### src/rtl/encdec_pkg.sv
`default_nettype none
// ============================================================================
// Module  : encdec_pkg
// Brief   : Widths and helpers shared by the 2-to-4 decoder and its encoder.
// Revision: 1.0
// ============================================================================
package encdec_pkg;

  localparam int SEL_W = 2;
  localparam int SEL_N = 4;

  function automatic int clog2(input int n);
    int r;
    r = 0;
    while ((1 << r) < n) r++;
    return r;
  endfunction

endpackage
`default_nettype wire

### src/rtl/onehot_enc.sv
`default_nettype none
// ============================================================================
// Module  : onehot_enc
// Brief   : Combinational one-hot to binary encoder with zero/multi-hot flags.
// Revision: 1.0
// ============================================================================
module onehot_enc
  import encdec_pkg::*;
#(
  parameter int N         = 4,
  parameter bit PRIO_HIGH = 1'b1
) (
  input  logic [N-1:0]          val,
  output logic [clog2(N)-1:0]   idx,
  output logic                  zero,
  output logic                  multi
);

  localparam int W = clog2(N);

  logic w_found;

  // Scan upward: with PRIO_HIGH the last hit wins, otherwise the first hit is kept.
  always_comb begin
    idx     = '0;
    w_found = 1'b0;
    for (int i = 0; i < N; i++) begin
      if (val[i] && (PRIO_HIGH || !w_found)) begin
        idx     = i[W-1:0];
        w_found = 1'b1;
      end
    end
  end

  assign zero  = (val == '0);
  assign multi = |(val & (val - N'(1)));

endmodule
`default_nettype wire

### src/rtl/encoder_42_hs.sv
`default_nettype none
// ============================================================================
// Module  : encoder_42_hs
// Brief   : Registered one-hot encoder with valid/ready skid buffer and
//           saturating malformed-input counter.
// Revision: 1.0
// ============================================================================
module encoder_42_hs
  import encdec_pkg::*;
#(
  parameter int N         = 4,
  parameter bit PRIO_HIGH = 1'b1,
  parameter int ERR_CNT_W = 8
) (
  input  logic                  clk,
  input  logic                  rst_n,
  input  logic [N-1:0]          val,
  input  logic                  in_valid,
  output logic                  in_ready,
  output logic [clog2(N)-1:0]   y,
  output logic                  y_zero,
  output logic                  y_err,
  output logic                  out_valid,
  input  logic                  out_ready,
  input  logic                  err_clr,
  output logic [ERR_CNT_W-1:0]  err_cnt
);

  localparam int W = clog2(N);
  localparam logic [ERR_CNT_W-1:0] CNT_MAX = {ERR_CNT_W{1'b1}};

  logic [W-1:0]         w_idx;
  logic                 w_zero;
  logic                 w_multi;
  logic                 w_err;
  logic                 w_accept;
  logic                 w_or_free;

  logic                 r_or_valid;
  logic [W-1:0]         r_or_y;
  logic                 r_or_zero;
  logic                 r_or_err;
  logic                 r_sk_valid;
  logic [W-1:0]         r_sk_y;
  logic                 r_sk_zero;
  logic                 r_sk_err;
  logic [ERR_CNT_W-1:0] r_err_cnt;

  onehot_enc #(
    .N         (N),
    .PRIO_HIGH (PRIO_HIGH)
  ) u_enc (
    .val   (val),
    .idx   (w_idx),
    .zero  (w_zero),
    .multi (w_multi)
  );

  assign w_err     = w_zero | w_multi;
  assign w_accept  = in_valid & in_ready;
  assign w_or_free = ~r_or_valid | out_ready;

  // The skid entry only ever fills while OR is stalled, so its empty flag is
  // a registered ready with no path from out_ready.
  assign in_ready  = ~r_sk_valid;

  always_ff @(posedge clk or negedge rst_n) begin
    if (!rst_n) begin
      r_or_valid <= 1'b0;
      r_or_y     <= '0;
      r_or_zero  <= 1'b0;
      r_or_err   <= 1'b0;
      r_sk_valid <= 1'b0;
      r_sk_y     <= '0;
      r_sk_zero  <= 1'b0;
      r_sk_err   <= 1'b0;
    end else if (w_or_free) begin
      if (r_sk_valid) begin
        r_or_valid <= 1'b1;
        r_or_y     <= r_sk_y;
        r_or_zero  <= r_sk_zero;
        r_or_err   <= r_sk_err;
        r_sk_valid <= 1'b0;
      end else if (w_accept) begin
        r_or_valid <= 1'b1;
        r_or_y     <= w_idx;
        r_or_zero  <= w_zero;
        r_or_err   <= w_err;
      end else begin
        r_or_valid <= 1'b0;
      end
    end else if (w_accept) begin
      r_sk_valid <= 1'b1;
      r_sk_y     <= w_idx;
      r_sk_zero  <= w_zero;
      r_sk_err   <= w_err;
    end
  end

  always_ff @(posedge clk or negedge rst_n) begin
    if (!rst_n) begin
      r_err_cnt <= '0;
    end else if (err_clr) begin
      r_err_cnt <= '0;
    end else if (w_accept && w_err && (r_err_cnt != CNT_MAX)) begin
      r_err_cnt <= r_err_cnt + 1'b1;
    end
  end

  assign out_valid = r_or_valid;
  assign y         = r_or_y;
  assign y_zero    = r_or_zero;
  assign y_err     = r_or_err;
  assign err_cnt   = r_err_cnt;

endmodule
`default_nettype wire

### config.mk
export PLATFORM = sky130hd
export DESIGN_NAME = encoder_42_hs
export DESIGN_NICKNAME = d
export VERILOG_FILES = /design/src/rtl/encdec_pkg.sv /design/src/rtl/onehot_enc.sv /design/src/rtl/encoder_42_hs.sv
export SDC_FILE = /design/constraint.sdc
export NUM_CORES = 1
export LEC_CHECK = 0
export CAP_MARGIN = 20
export CORE_MARGIN = 1
export CORE_UTILIZATION = 50
export CTS_BUF_LIST = sky130_fd_sc_hd__clkbuf_4 sky130_fd_sc_hd__clkbuf_8 sky130_fd_sc_hd__clkbuf_16
export CTS_CLUSTER_SIZE = 16
export DETAILED_ROUTE_END_ITERATION = 7
export GPL_TIMING_DRIVEN = 0
export HOLD_SLACK_MARGIN = 0.12
export PLACE_DENSITY_LB_ADDON = 0.2
export SLEW_MARGIN = 25
export SYNTH_ARGS = -nofsm -noshare
export SYNTH_HDL_FRONTEND = slang
export SYNTH_SLANG_ARGS = --single-unit
### constraint.sdc
create_clock -name clk -period 5.3 [get_ports clk]
set_clock_uncertainty 0.2 [all_clocks]
set_input_delay 1.06 -clock clk [delete_from_list [all_inputs] [get_ports clk]]
set_output_delay 1.06 -clock clk [all_outputs]
set_load 0.01 [all_outputs]
## After elaboration in Yosys (flattened, before gate mapping)

Cells that the tools add are included.

- Flip-flop bits (word level): 18
- Input bits: 9
- Output and inout port bits: 14
- Word-level logic and storage cells: 43

- Add/subtract/negate cells: 2
- Bitwise gates (word level): 7
- Reductions and logical operators: 9
- Multiplexer cells: 15
- Eq/ne operators: 1

Operators with widths:

| kind | count |
|---|---|
| 8-bit two-way mux | 2 |
| 1-bit two-way mux | 9 |
| 8-bit by 1-bit adder with 8-bit output (second input constant) | 1 |
| 2-bit two-way mux | 4 |
| 8-bit != test (second input constant) | 1 |
| 2-bit nonzero test | 3 |
| 4-bit AND | 1 |
| 4-bit zero test | 1 |
| 2-bit AND reduction | 2 |
| 4-bit OR reduction | 1 |
| 4-bit by 1-bit subtractor with 4-bit output (second input constant) | 1 |
| 1-bit NOT | 3 |
| 1-bit logical AND | 2 |
| 1-bit OR | 2 |
| 1-bit AND | 1 |

## Longest topological paths before layout

Gate-level depths: netlist of the first run.

- Depth after elaboration: 8
- Gate-level depth with buffers: 7
- Mapped depth without buffers: 6

## Modules after synthesis

From an unflattened synthesis of the first run, not the netlist that was laid out.

- Cell total of the unflattened synthesis: 87
- Area total of the unflattened synthesis: 913.4 sq um

Modules (own cells, without submodules):

| module | seq. area each (sq um) | area an instance (sq um) | cells each | times used |
|---|---|---|---|---|
| encoder_42_hs | 450.4 | 864.6 | 80 | 1 |
| onehot_enc | 0.0 | 48.8 | 7 | 1 |

## Worst setup path after synthesis of the first run

OpenSTA, ideal clock, no wires.

- Kind: in2reg
- Start: input port val[0]
- End: register r_err_cnt[7], in the netlist err_cnt[7]
- Required time: 5.022 ns
- Setup time: 0.078 ns
- Cell stages on the path: 6
- Arrival time: 2.542 ns
- Path buffers: 1
- Slack: 2.480 ns
- Cells stage by stage: xor2_1 > o211a_4 > or3_1 > buf_2 > or4_1 > a21oi_1

- Longest elaborated chain between the ends: 7
- Elaborated cells between the ends (all ways): 8
- Classes of those cells: add/sub (1); bitwise (2); reduce/logical (5)

Ends and longest elaborated chain:

| item | line | text |
|---|---|---|
| start, declared | encoder_42_hs.sv:17 | `input logic [N-1:0] val,` |
| 4-bit by 1-bit subtractor with 4-bit output | onehot_enc.sv:36 | `assign multi = \|(val & (val - N'(1)));` |
| 4-bit AND | onehot_enc.sv:36 |  |
| 4-bit OR reduction | onehot_enc.sv:36 |  |
| 1-bit OR * | encoder_42_hs.sv:59 | `assign w_err = w_zero \| w_multi;` |
| 1-bit logical AND * (2 in series) | encoder_42_hs.sv:105 | `end else if (w_accept && w_err && (r_err_cnt != CNT_MAX)) begin` |
| 2-bit nonzero test (no source line) * | n/a |  |
| end signal, assigned | encoder_42_hs.sv:106 | `r_err_cnt <= r_err_cnt + 1'b1;` |
| end, declared | encoder_42_hs.sv:47 | `logic [ERR_CNT_W-1:0] r_err_cnt;` |

Mark *: on every way between the ends. The rest lies on a longest branch, timed or not.
A chain may end at the register's enable or synchronous reset.

## Worst setup path after layout of the first run

- Start: input port val[3]
- End: register r_err_cnt[7], in the netlist err_cnt[7]

Same word-level chain as after synthesis.

==> results by group, run 1 <==
Cells and area
  • # nets final: between 100 and 150
  • Final cell count without fillers: ~130
  • Layout cells sized above 1: 0.07826
  • Max reg flops: 8
  • P&R area growth vs syn: 29.32%
  • Diodes inserted: 0
  • Final Util: 0.7246

Floorplan
  • Core area: 0.001577 mm^2
  • Ports: 23
  • Cell row count: 14
  • Die footprint: around 0.0019 mm^2
  • Initial Util: 0.5603
  • Chip height: ~44 um
  • Die Span X: between 40 and 50 um

CTS
  • Worst-skew pair later-pin latency: about 290 ps
  • H-Tree Depth: 1
  • Hold_buf cts: 0
  • Post-CTS sizing: 0
  • # Post-CTS Setup Buffers: 0
  • CTS tree: yes
  • CTS sink cnt: 18
  • TritonCTS buffer count: 3
  • Root Driver: clkbuf_4
  • CTS clk-pin slew, worst paths: ~90 ps
  • Clock tree buffer depth: 2

Drt
  • Residual DRC: 3
  • Post-Route WL: around 1800 um
  • Initial DRC Count: 24
  • Antenna viol nets, final: 0
  • Vias/cell: roughly 5.7
  • DR vias: between 700 and 800
  • WL/cell: ~14 um
  • Pre-antenna DRT Iters: 6

Global route
  • Gr ovfl total: 0
  • Number of global-route vias before repair: around 690
  • Total track usage: 0.2109
  • Largest net degree at the start of global routing: 19
  • Initial antenna violation count: 0
  • First-pass GRT wire length: between 3000 and 4000 um

Synthesis
  • FFs w/ async S/R, synth: 1.000
  • Top-area cell type share of the netlist area: 0.5099
  • Most common cell in the netlist: dfrtp_1
  • Sequential area share after synthesis: 0.5099
  • Cells after Synth: 91
  • Synth warn: 0
  • Library cells used by synthesis: 27
  • #FFs+latches synth: 18
  • Post-synth EDFFs: 0
  • Main flop type after synthesis: dfrtp_1
  • Largest area contributor in the netlist: dfrtp_1
  • Top area cells in the synthesized netlist: dfrtp_1 (51%), nor2_1 (6.8%), xnor2_1 (5.0%), a21oi_1 (4.0%), nor4_1 (3.5%)
  • Syn Area/Cell: 9.707 um^2
  • Syn Nets: 101
  • Mapped cell area: approximately 880 um^2
  • Synth top cells by count: dfrtp_1 (18), nor2_1 (16), a21oi_1 (7), nand2_1 (7)

Placed design
  • Dpl cells: 128
  • Routability Congestion: about 0.77
  • Port buffer count: 21
  • HPWL Detailed: roughly 1300 um

Status
  • Violated checks: DRC
  • Status: complete, but fails checks

Worst setup path
  • Worst-path maximum fanout: 8
  • WP data arrival: about 3200 ps
  • Worst Path Required: roughly 5300 ps
  • Startpoint types: primary input
  • R2R depth: 7
  • WS Path Type: primary input to flop
  • CP endpoint kind: flop

Min path
  • Worst Hold Depth: 2
  • Tightest Hold Check Type: flop to flop

STA
  • RSZ-0062 raised after global routing: no
  • Maximum clock frequency: between 300 and 400 MHz
  • Max-slew headroom: 0.4632
  • Setup TNS: 0 ps
  • Setup-failing EPs final: 0
  • Hold Slack: 292.6 ps
  • Tmin final: between 3000 and 4000 ps
  • Max Slew Vio Count: 0
  • Period utilisation layout: 0.5963
  • Final Hold Fails: 0
  • Slew @ Worst Pin: 802.6 ps

Power and ir drop
  • VDD IR-drop max: 155.4 uV
  • Static Leak: 0.0004651 uW
  • Power Density: ~250 mW/mm^2

Flow run
  • # Max-Cap Violations: 0
-- stage by stage --
step / total power, uW / setup WS, ps / cell area, um^2
2_1_floorplan: 191.0 / 2480 / 883.3
3_3_place_gp: 220.2 / 1913 / 1114
3_5_place_dp: 223.1 / 1859 / 1114
4_1_cts: 288.3 / 2181 / 1136
5_1_grt: 300.5 / 2057 / 1142
6_report: 285.6 / 2140 / 1142
-- layer usage --
| metal | vias to the layer above | routed length, um | global-route usage |
|---|---|---|---|
| li1 | 372 | - | - |
| met2 | 24 | 883 | 0.3382 |
| met4 | 0 | 17 | 0.07879 |
| met5 | - | 0 | 0 |
| met1 | 349 | 819 | 0.2957 |
| met3 | 2 | 68 | 0.02449 |
-- cells by family (layout without fill, tap and decap cells) --
family | after synthesis | in the layout | share of synthesized area
and+or+nand+nor | 40 | 40 | 0.2238
DFF | 18 | 18 | 0.5099
AOI/OAI and AO/OA | 16 | 16 | 0.1105
xor gates and xnor gates | 7 | 7 | 0.06941
buffers and inverters | 5 | 29 | 0.02408
muxes | 4 | 4 | 0.04816
adders and majority gates | 1 | 1 | 0.01416
-- cell usage in the layout (no fill, tap or decap), drive strengths merged, types with 5 or more instances in the layout --
cell type      netlist  final
a21oi                7      7
nor4                 5      5
o21ai                6      6
xnor2                5      5
clkdlybuf4s50        0     21
nand2                7      7
dfrtp               18     18
nor2                16     16
-- power breakdown --
part           leakage [uW]  internal, uW  switching (uW)  total, uW
logic              0.000222          31.5            30.4       61.9
clock network     0.0000138          26.4            38.8       65.2
registers          0.000229           151            7.94        159
-- worst paths after layout --
path	from	end	slack [ps]
hold / removal	y_err	y_err	290
setup / recovery	val[3]	err_cnt[7]	2140
hold reg to reg	y_err	y_err	290
max in group asynchronous	rst_n	y[0]	3370
setup reg to reg	err_cnt[0]	err_cnt[7]	2970
min in group asynchronous	rst_n	err_cnt[4]	1030
-- final cells by class --
| class | instances | area, um^2 |
|---|---|---|
| multi-input cells | 68 | 417.9 |
| well taps | 16 | 20.02 |
| inverters | 2 | 7.507 |
| repair buffers | 21 | 210.2 |
| flip-flops and latches | 18 | 450.4 |
| clock buffers | 3 | 22.52 |
| fillers | 132 | 434.2 |
| plain buffers | 3 | 13.76 |
-- worst max-delay path, cell delays in order --
cell	delay (ps)
clkdlybuf4s50_1	520
xor2_1	200
o211a_4	280
or3_1	360
buf_2	150
or4_1	460
a21oi_1	150
Power figures use the tool's default switching activity.
==> run 2: changes to the inputs <==
Settings changed: CORE_UTILIZATION 50 to 42.
Clock period 5.3 ns to 2.8 ns, I/O delays scaled along.
==> run 2 against run 1 <==
Compared with the run above: the run now ends clean; clock-buffer cell count is the same; worst setup slack lost 2000 ps; largest cell class unchanged; cell count grew 8.4%; combinational power grew 87%; clock power grew 89%; core utilization shrank 14 points; sequential share of layout area shrank 0.47 points; total power grew 88%.
==> results by group, run 2 (same netlist as run 1, synthesis figures left out) <==
Min path
  • HP Start: y[1]
  • Worst Hold Depth: 2 (unchanged)
  • Tightest Hold Check Type: flop to flop

Cells and area
  • Max reg flops: 8 (unchanged)
  • Layout cells sized above 1: 0.07826 (unchanged)
  • Most common cell after layout, fill and taps aside: clkdlybuf4s50_1
  • Final Util: 0.5893 (-0.1353)
  • # nets final: 127 (unchanged)
  • Reg area: 450.4 um^2 (unchanged)
  • # fillers: 203 (+54%)
  • Most frequent cells in the layout: clkdlybuf4s50_1 (21), dfrtp_1 (18), nor2_1 (16), nand2_1 (7), a21oi_1 (7)
  • Diodes inserted: 0 (unchanged)
  • Area of the multi-input gates: 417.9 um^2 (unchanged)
  • Final cell count without fillers: 142 (+8.4%)
  • P&R area growth vs syn: 30.88%

STA
  • Tmin final: between 2000 and 3000 ps
  • Max Slew Vio Count: 0 (unchanged)
  • Worst Setup Slack, final: 153.3 ps (-1987 ps)
  • Period utilisation layout: 0.9453
  • Setup TNS: 0 ps (unchanged)
  • Hold Slack: 284.6 ps (-7.993 ps)
  • Maximum clock frequency: 377.8 MHz
  • Slew @ Worst Pin: 784.4 ps (-18.22 ps)
  • RSZ-0062 raised after global routing: no
  • Final Hold Fails: 0 (unchanged)
  • Setup-failing EPs final: 0 (unchanged)
  • Max-slew headroom: 0.4754 (+0.01218)

Power and ir drop
  • Internal: 394.6 uW (+89%)
  • Comb power frac: 0.216 (about the same)
  • Switching pwr: 142.8 uW (+85%)
  • Sequential power share: 0.555 (about the same)
  • Power Density: 464.8 mW/mm^2 (+86%)
  • VDD IR-drop max: 328.0 uV (+110%)
  • Part of the power in the clock network: 0.229 (about the same)
  • Sw Ratio: 0.2658 (-0.004293)
  • Static Leak: 0.0004651 uW (unchanged)

Worst setup path
  • Worst r2r src: err_cnt[0]
  • R2R depth: 7 (unchanged)
  • WS Path Type: primary input to flop
  • CP endpoint kind: flop
  • Worst Setup SP: val[3]
  • Worst-path maximum fanout: 8 (unchanged)
  • Worst Path Required: 2820 ps (-2500 ps)
  • Startpoint types: primary input
  • WP data arrival: 2670 ps (-510 ps)

Global route
  • Gr ovfl total: 0 (unchanged)
  • Largest net degree at the start of global routing: 19 (unchanged)
  • Total track usage: 0.1644 (-0.04644)
  • First-pass GRT wire length: 2553 um (-15%)
  • Number of global-route vias before repair: 608 (-12%)
  • Initial antenna violation count: 0 (unchanged)

CTS
  • H-Tree Depth: 1 (unchanged)
  • # Post-CTS Setup Buffers: 0 (unchanged)
  • CTS tree: yes
  • Worst-skew pair later-pin latency: 290 ps (about the same)
  • Root Driver: clkbuf_4
  • TritonCTS buffer count: 3 (unchanged)
  • Post-CTS sizing: 0 (unchanged)
  • CTS sink cnt: 18 (unchanged)
  • CTS clk-pin slew, worst paths: 100 ps (about the same)
  • Clock tree buffer depth: 2 (unchanged)
  • Hold_buf cts: 0 (unchanged)

Drt
  • WL/cell: 12.20 um (-11%)
  • Initial DRC Count: 12 (-50%)
  • Residual DRC: 0 (-3)
  • Antenna viol nets, final: 0 (unchanged)
  • Pre-antenna DRT Iters: 4 (-2)
  • DR vias: 741 (-0.80%)
  • Vias/cell: 5.218 (-8.5%)
  • Post-Route WL: 1733 um (-3.1%)

Floorplan
  • Die footprint: 0.002291 mm^2 (+18%)
  • Core area: 0.001962 mm^2 (+24%)
  • Die Span X: 47.86 um (+8.7%)
  • Cell row count: 16 (+2)
  • Initial Util: 0.4503 (-0.1101)
  • Chip height: 47.86 um (+8.7%)
  • Ports: 23 (unchanged)

Placed design
  • HPWL Detailed: 1314 um (-0.92%)
  • Routability Congestion: 0.7933 (+3.5%)
  • Placement Setup Slack: -148.7 ps (-2008 ps)
  • Port buffer count: 21 (unchanged)
  • Dpl cells: 139 (+8.6%)

Flow run
  • # Max-Cap Violations: 0 (unchanged)

Status
  • Status: finished, final reports clean
run 2: layer usage:
metal | GRT usage | routed length (um) | up-vias | share of wire
li1 | - | - | 373 | -
met1 | 0.1896 | 752 | 343 | 0.43
met5 | 0 | 0 | - | 0
met3 | 0.03396 | 84 | 5 | 0.048
met4 | 0.06667 | 24 | 0 | 0.014
met2 | 0.2946 | 872 | 20 | 0.50
run 2: layout make-up:
cell class	instances	area share
sequential	18	0.3896
multi-input combinational	68	0.3615
inverter	2	0.006493
clock buffer	3	0.01948
buffer	3	0.01190
timing repair buffer	21	0.1818
tap	27	0.02922
run 2: power by group through the flow:
stage               sequential (uW)  clock (uW)  combinational (uW)
floorplan                       309           0                52.0
global placement                303           0                 114
detailed placement              304           0                 117
CTS                             299         129                 117
global route                    301         139                 130
finish                          298         123                 116
run 2: metrics by stage:
step,instance area [um^2],total power [uW]
2_1_floorplan,883.3,361.5
3_3_place_gp,1127,417.4
3_5_place_dp,1127,420.7
4_1_cts,1150,545.1
5_1_grt,1156,569.8
6_report,1156,537.4
run 2: worst max-delay path: stages:
cell,delay (ps)
clkdlybuf4s50_1,510
xor2_1,200
o211a_4,270
or3_1,360
buf_2,150
or4_1,460
a21oi_1,150
run 2: path summary, 6_finish.rpt:
path	end	slack, ps
setup / recovery	err_cnt[7]	150
hold / removal	y[1]	280
setup reg to reg	err_cnt[7]	470
hold reg to reg	y[1]	280
max in group asynchronous	y[0]	1390
min in group asynchronous	y_err	520
==> run 3: changes to the inputs <==
Settings changed: CORE_UTILIZATION 42 to 50, SKIP_CTS_REPAIR_TIMING from default to 1.
Clock period 2.8 ns to 3.1 ns, I/O delays scaled along.
==> results of run 3 <==
Same layout as run 1 (identical final DEF). Status: complete, but fails checks: DRC.
Among the figures that moved: setup slack after placement 1859 ps -> 99.09 ps; setup slack after layout 2140 ps -> 379.8 ps; register-to-register setup slack 2970 ps -> 770 ps; total power 285.6 uW -> 488.3 uW; worst IR drop on VDD 155.4 uV -> 265.7 uV
